**src/rtl/bitty_fetch_unit.sv**
```systemverilog
// rtl/bitty_fetch_unit.sv - instruction sequencer driving the bitty core run/done handshake
// Optional watchdog: define BITTY_FETCH_TIMEOUT_EN to enable the WAIT timeout.
module bitty_fetch_unit #(
    parameter int ADDR_WIDTH     = 8,
    parameter int PROG_LEN       = 256,
    parameter int TIMEOUT_CYCLES = 64
) (
    input  logic                  clk,
    input  logic                  reset,
    input  logic                  start,
    output logic [ADDR_WIDTH-1:0] mem_addr,
    input  logic [15:0]           mem_data,
    output logic [15:0]           instruction,
    output logic                  run,
    input  logic                  done,
    output logic                  busy,
    output logic                  halted,
    output logic [ADDR_WIDTH-1:0] pc,
    output logic [15:0]           instr_count,
    output logic                  timeout_err
);

    typedef enum logic [2:0] {
        S_IDLE,
        S_FETCH,
        S_LOAD,
        S_ISSUE,
        S_WAIT,
        S_ADVANCE,
        S_HALT
    } state_t;

    localparam logic [ADDR_WIDTH-1:0] LAST_PC = ADDR_WIDTH'(PROG_LEN - 1);

    // Reject configurations that cannot be sequenced at elaboration time.
    generate
        if (PROG_LEN < 1 || PROG_LEN > (2 ** ADDR_WIDTH) || TIMEOUT_CYCLES < 1) begin : g_bad_params
            $error("bitty_fetch_unit: illegal PROG_LEN or TIMEOUT_CYCLES");
        end
    endgenerate

    state_t state;
    state_t state_next;
    logic   wd_fire;

    // The ROM address is the program counter itself; no separate address register.
    assign mem_addr = pc;

`ifdef BITTY_FETCH_TIMEOUT_EN
    logic [15:0] wd_count;
    logic        timeout_q;

    // Fires on the last permitted WAIT cycle when the core still has not answered.
    assign wd_fire     = (state == S_WAIT) && !done && (wd_count == 16'(TIMEOUT_CYCLES - 1));
    assign timeout_err = timeout_q;

    // Watchdog counter cleared while issuing, counting WAIT cycles; sticky error flag.
    always_ff @(posedge clk or posedge reset) begin
        if (reset) begin
            wd_count  <= 16'd0;
            timeout_q <= 1'b0;
        end else begin
            if (state == S_ISSUE) begin
                wd_count <= 16'd0;
            end else if (state == S_WAIT) begin
                wd_count <= wd_count + 16'd1;
            end
            if ((state == S_IDLE || state == S_HALT) && start) begin
                timeout_q <= 1'b0;
            end else if (wd_fire) begin
                timeout_q <= 1'b1;
            end
        end
    end
`else
    assign wd_fire     = 1'b0;
    assign timeout_err = 1'b0;
`endif

    // State register.
    always_ff @(posedge clk or posedge reset) begin
        if (reset) begin
            state <= S_IDLE;
        end else begin
            state <= state_next;
        end
    end

    // Next-state and state-decoded outputs; done only matters in WAIT.
    always_comb begin
        state_next = state;
        run        = 1'b0;
        busy       = 1'b0;
        halted     = 1'b0;
        case (state)
            S_IDLE: begin
                if (start) state_next = S_FETCH;
            end
            S_FETCH: begin
                busy       = 1'b1;
                state_next = S_LOAD;
            end
            S_LOAD: begin
                busy       = 1'b1;
                state_next = S_ISSUE;
            end
            S_ISSUE: begin
                busy       = 1'b1;
                run        = 1'b1;
                state_next = S_WAIT;
            end
            S_WAIT: begin
                busy = 1'b1;
                if (done) begin
                    state_next = S_ADVANCE;
                end else if (wd_fire) begin
                    state_next = S_HALT;
                end
            end
            S_ADVANCE: begin
                busy       = 1'b1;
                state_next = (pc == LAST_PC) ? S_HALT : S_FETCH;
            end
            S_HALT: begin
                halted = 1'b1;
                if (start) state_next = S_FETCH;
            end
            default: state_next = S_IDLE;
        endcase
    end

    // Program counter, instruction latch and completed-instruction counter.
    always_ff @(posedge clk or posedge reset) begin
        if (reset) begin
            pc          <= '0;
            instruction <= 16'd0;
            instr_count <= 16'd0;
        end else begin
            case (state)
                S_IDLE, S_HALT: begin
                    if (start) begin
                        pc          <= '0;
                        instr_count <= 16'd0;
                    end
                end
                S_LOAD: begin
                    instruction <= mem_data;
                end
                S_ADVANCE: begin
                    if (instr_count != 16'hFFFF) instr_count <= instr_count + 16'd1;
                    if (pc != LAST_PC) pc <= pc + ADDR_WIDTH'(1);
                end
                default: ;
            endcase
        end
    end

endmodule

```
**config.mk**
```make
export PLATFORM = sky130hd
export DESIGN_NAME = bitty_fetch_unit
export DESIGN_NICKNAME = d
export VERILOG_FILES = /design/src/rtl/bitty_fetch_unit.sv
export SDC_FILE = /design/constraint.sdc
export NUM_CORES = 1
export LEC_CHECK = 0
export CORE_ASPECT_RATIO = 2
export CORE_MARGIN = 3
export CORE_UTILIZATION = 50
export DETAILED_ROUTE_END_ITERATION = 12
export PLACE_DENSITY = 0.86
export SETUP_SLACK_MARGIN = 0.15
export SLEW_MARGIN = 20
export SYNTH_ARGS = -nofsm -noshare
export SYNTH_HDL_FRONTEND = slang
export SYNTH_SLANG_ARGS = --single-unit
```
**constraint.sdc**
```tcl
create_clock -name clk -period 2.6 [get_ports clk]
set_clock_uncertainty 0.15 [all_clocks]
set_input_delay 0.52 -clock clk [delete_from_list [all_inputs] [get_ports clk]]
set_output_delay 0.52 -clock clk [all_outputs]
set_load 0.1 [all_outputs]
```
==> summary.md, run 1 <==
| Metric | Value |
|---|---|
| First-pass GRT wire length | `around 8700 µm` |
| Layout cells sized above 1 | `between 30% and 40%` |
| CTS max path bufs | `2` |
| Reg2reg start | `state[1]` |
| Data arrival, critical path | `about 1.6 ns` |
| Post-CTS sizing | `0` |
| Worst-path clk slew | `0.08 ns` |
| DRT iter0 DRCs | `38` |
| Buf/Inv on CP | `1` |
| Port Buf Inserts | `70` |
| Core area | `between 0.004 and 0.005 mm²` |
| Fin crit share | `between 80 and 90%` |
| VDD IR max | `0.00111 V` |
| Layout area overhead | `31.3%` |
| Die area | `approximately 0.0054 mm²` |
| # fillers | `roughly 350` |
| DRT Pass-1 Iters | `4` |
| CP delay by family, top | `simple AND/OR/NAND/NOR gates` |
| Starting Density | `53.3%` |
| Vias in the first global route | `around 1900` |
| Drt wl/cell | `roughly 16 µm` |
| DP Wirelength | `just over 4000 µm` |
| Largest stage delay, worst path | `about 0.52 ns` |
| Post-CTS Setup Inserts | `0` |
| CTS tree | `built` |
| CTS root buf | `clkbuf_8` |
| Number of CTS-inserted buffers | `5` |
| Total grt overflow | `0` |
| Top routing layer used | `met4` |
| CTS H-tree depth | `2` |
| Crit path time final | `between 2 and 2.5 ns` |
| Pwr Total | `between 4000 and 5000 µW` |
| Clk_lat worst skew | `roughly 0.29 ns` |
| Clock Sinks | `43` |
| Cell taking the most area after synthesis | `dfrtp_1` |
| Post-DR vias/cell | `5.87` |
| FMAX | `between 0.4 and 0.5 GHz` |
| Slew headroom | `a little under three fifths` |
| Via count | `1968` |
| Largest cells by area after synthesis | `dfrtp_1, mux2_2, nand2_1, buf_4, nand3_1` |
| Final nets | `304` |
| Pin count of the biggest net entering global routing | `44` |
| Most used DFF post-synth | `dfrtp_1` |
| Setup TNS | `0 ns` |
| Initial antenna violation count | `0` |
| Critical path class | `reg -> out` |
| Post-synth top cells | `dfrtp_1, nand2_1, mux2_2` |
| Detailed Route WL | `~5500 µm` |
| # DRC | `0` |
| Final setup fails | `0` |
| Multi-input logic area | `roughly 0.0010 mm²` |
| GRT Total Usage | `21.7%` |
| Most common cell in the netlist | `dfrtp_1` |
| Hold WC Path Type | `reg -> reg` |
| I/O pins | `slightly above 70` |
| Mapped Cells | `219` |
| Post-CTS Hold Buffers | `0` |
| Post-synth EDFFs | `0` |
| RePlAce Congestion | `around 0.88` |
| Critical Path Sink Type | `primary output` |
| Hold Violations, Final | `0` |
| Power Density | `about 1400 mW/mm²` |
| Met3 wire len | `between 300 and 400 µm` |
| P_leak | `0.00130 µW` |
| Worst Min Path Start | `instruction[9]` |
| Storage cell area | `between 0.001 and 0.0015 mm²` |
| Die height | `101 µm` |
| Die Wd | `53.4 µm` |
| M1 WL | `1940 µm` |
| Met2 WL | `about 3000 µm` |
| Post-Syn Area | `0.00225 mm²` |
| Row cnt | `33` |
| Status | `complete, no violations` |
| Unique masters post-synth | `44` |
| Cell Chain, Critical Path | `nor2b_1 > and2_1 > buf_12` |
| Critical Path Start Type | `register` |
| Routed Antenna Nets | `0` |
| Ys async rst share | `100%` |
| Antenna cells | `0` |
| Critical Path RT | `about 1.9 ns` |
| Crit path from | `state[1]` |
| Syn Nets | `241` |
| Avg Cell Area, Syn | `between 10 and 15 µm²` |
| MaxCap Viol Count | `0` |
| Slowest CP cell | `dfrtp_1` |
| Seq/Total Area, Yosys | `a little under half` |
| Post-synth top area share | `between 40 and 50%` |
| Slew @ Worst Pin | `about 0.64 ns` |
| Final slew viol count | `0` |
| Yosys Warn Count | `0` |
| Seq cells post-synth | `43` |
| Crit Path Max Fanout | `11` |
| Unrepaired setup endpoints after global routing | `no` |
==> state kept, by name, summed over array words and instances, names as in the netlist <==
signal,flops
instruction,16
mem_addr,8
instr_count,16
state,3
==> through the flow <==
step	hold slack, ns	util [%]	cell area, µm²	worst slack (ns)	cells
detailed placement	0.347	66.8	2820	0.0719	327
global route	0.378	70.0	2950	0.233	335
floorplan	0.462	-	2260	0.152	219
global placement	0.342	66.8	2820	0.147	327
finish	0.361	70.0	2950	0.316	335
CTS	0.365	70.0	2950	0.305	335
==> per-layer routing <==
metal  up-vias  global-route usage [%]
met5         -                       0
met4         0                    13.2
met3        20                    3.56
met2        97                    38.7
met1       943                    22.4
li1        908                       -
==> cells in the final DEF (no fill, tap or decap), drive strengths merged <==
| cell type | n |
|---|---|
| o21a | 1 |
| nor2 | 11 |
| mux2 | 16 |
| or3 | 2 |
| a311oi | 3 |
| a21oi | 7 |
| inv | 4 |
| a41oi | 1 |
| a221oi | 1 |
| nand2b | 5 |
| nor2b | 3 |
| and2 | 3 |
| ha | 2 |
| nand2 | 23 |
| nand4 | 4 |
| o311ai | 4 |
| o21ai | 12 |
| nand3 | 14 |
| a31oi | 2 |
| and3 | 4 |
| nor4 | 2 |
| conb | 1 |
| o31a | 1 |
| clkdlybuf4s50 | 19 |
| o211a | 1 |
| clkbuf | 6 |
| a31o | 2 |
| nor3b | 2 |
| xnor2 | 5 |
| and2b | 1 |
| mux2i | 1 |
| buf | 55 |
| a211oi | 3 |
| nor3 | 11 |
| nand3b | 2 |
| o31ai | 3 |
| o41ai | 1 |
| bufinv | 2 |
| dfrtp | 43 |
==> final timing paths <==
| path | endpoint | slack, ns | depth (start not counted) |
|---|---|---|---|
| max | run | 0.32 | 3 |
| min | instruction[9] | 0.36 | 1 |
| max reg2reg | instr_count[9] | 0.41 | 5 |
| min reg2reg | instruction[9] | 0.36 | 1 |
| max in group asynchronous | instr_count[1] | 1.38 | 3 |
| min in group asynchronous | instr_count[5] | 0.53 | 3 |
==> cell families after synthesis <==
logic type | count (synthesis) | synth area share, %
AO/OA/AOI/OAI | 42 | 12.6
XOR/XNOR | 5 | 1.95
adder cells (fa/ha/maj) | 2 | 1.11
buffers and inverters | 22 | 6.24
flip-flops | 43 | 47.9
multiplexers | 17 | 8.47
other | 1 | 0.167
AND/OR/NAND/NOR | 87 | 21.5
==> report_power, final <==
| part | internal (µW) | switching (µW) | total [µW] |
|---|---|---|---|
| clock | 384 | 226 | 610 |
| sequential | 859 | 172 | 1030 |
| combinational | 563 | 1840 | 2400 |
| total | 1810 | 2240 | 4050 |
==> layout make-up <==
cell class,instances,share of cell area [%]
Clock buffer,6,2.46
Sequential cell,43,36.8
Tap cell,52,2.21
Timing Repair Buffer,74,20.9
Inverter,4,0.509
Multi-Input combinational cell,154,35.1
Clock inverter,2,2.04
Power figures use the tool's default switching activity.
==> run 2, diff against run 1 <==
- CTS_CLUSTER_SIZE: not set -> 16
==> results of run 2 <==
The final DEF is identical to that of run 1; final timing and power are the same.
==> run 3, diff against run 2 <==
- CTS_CLUSTER_SIZE: 16 -> 25
==> results of run 3 <==
The final DEF is identical to that of run 1; final timing and power are the same.
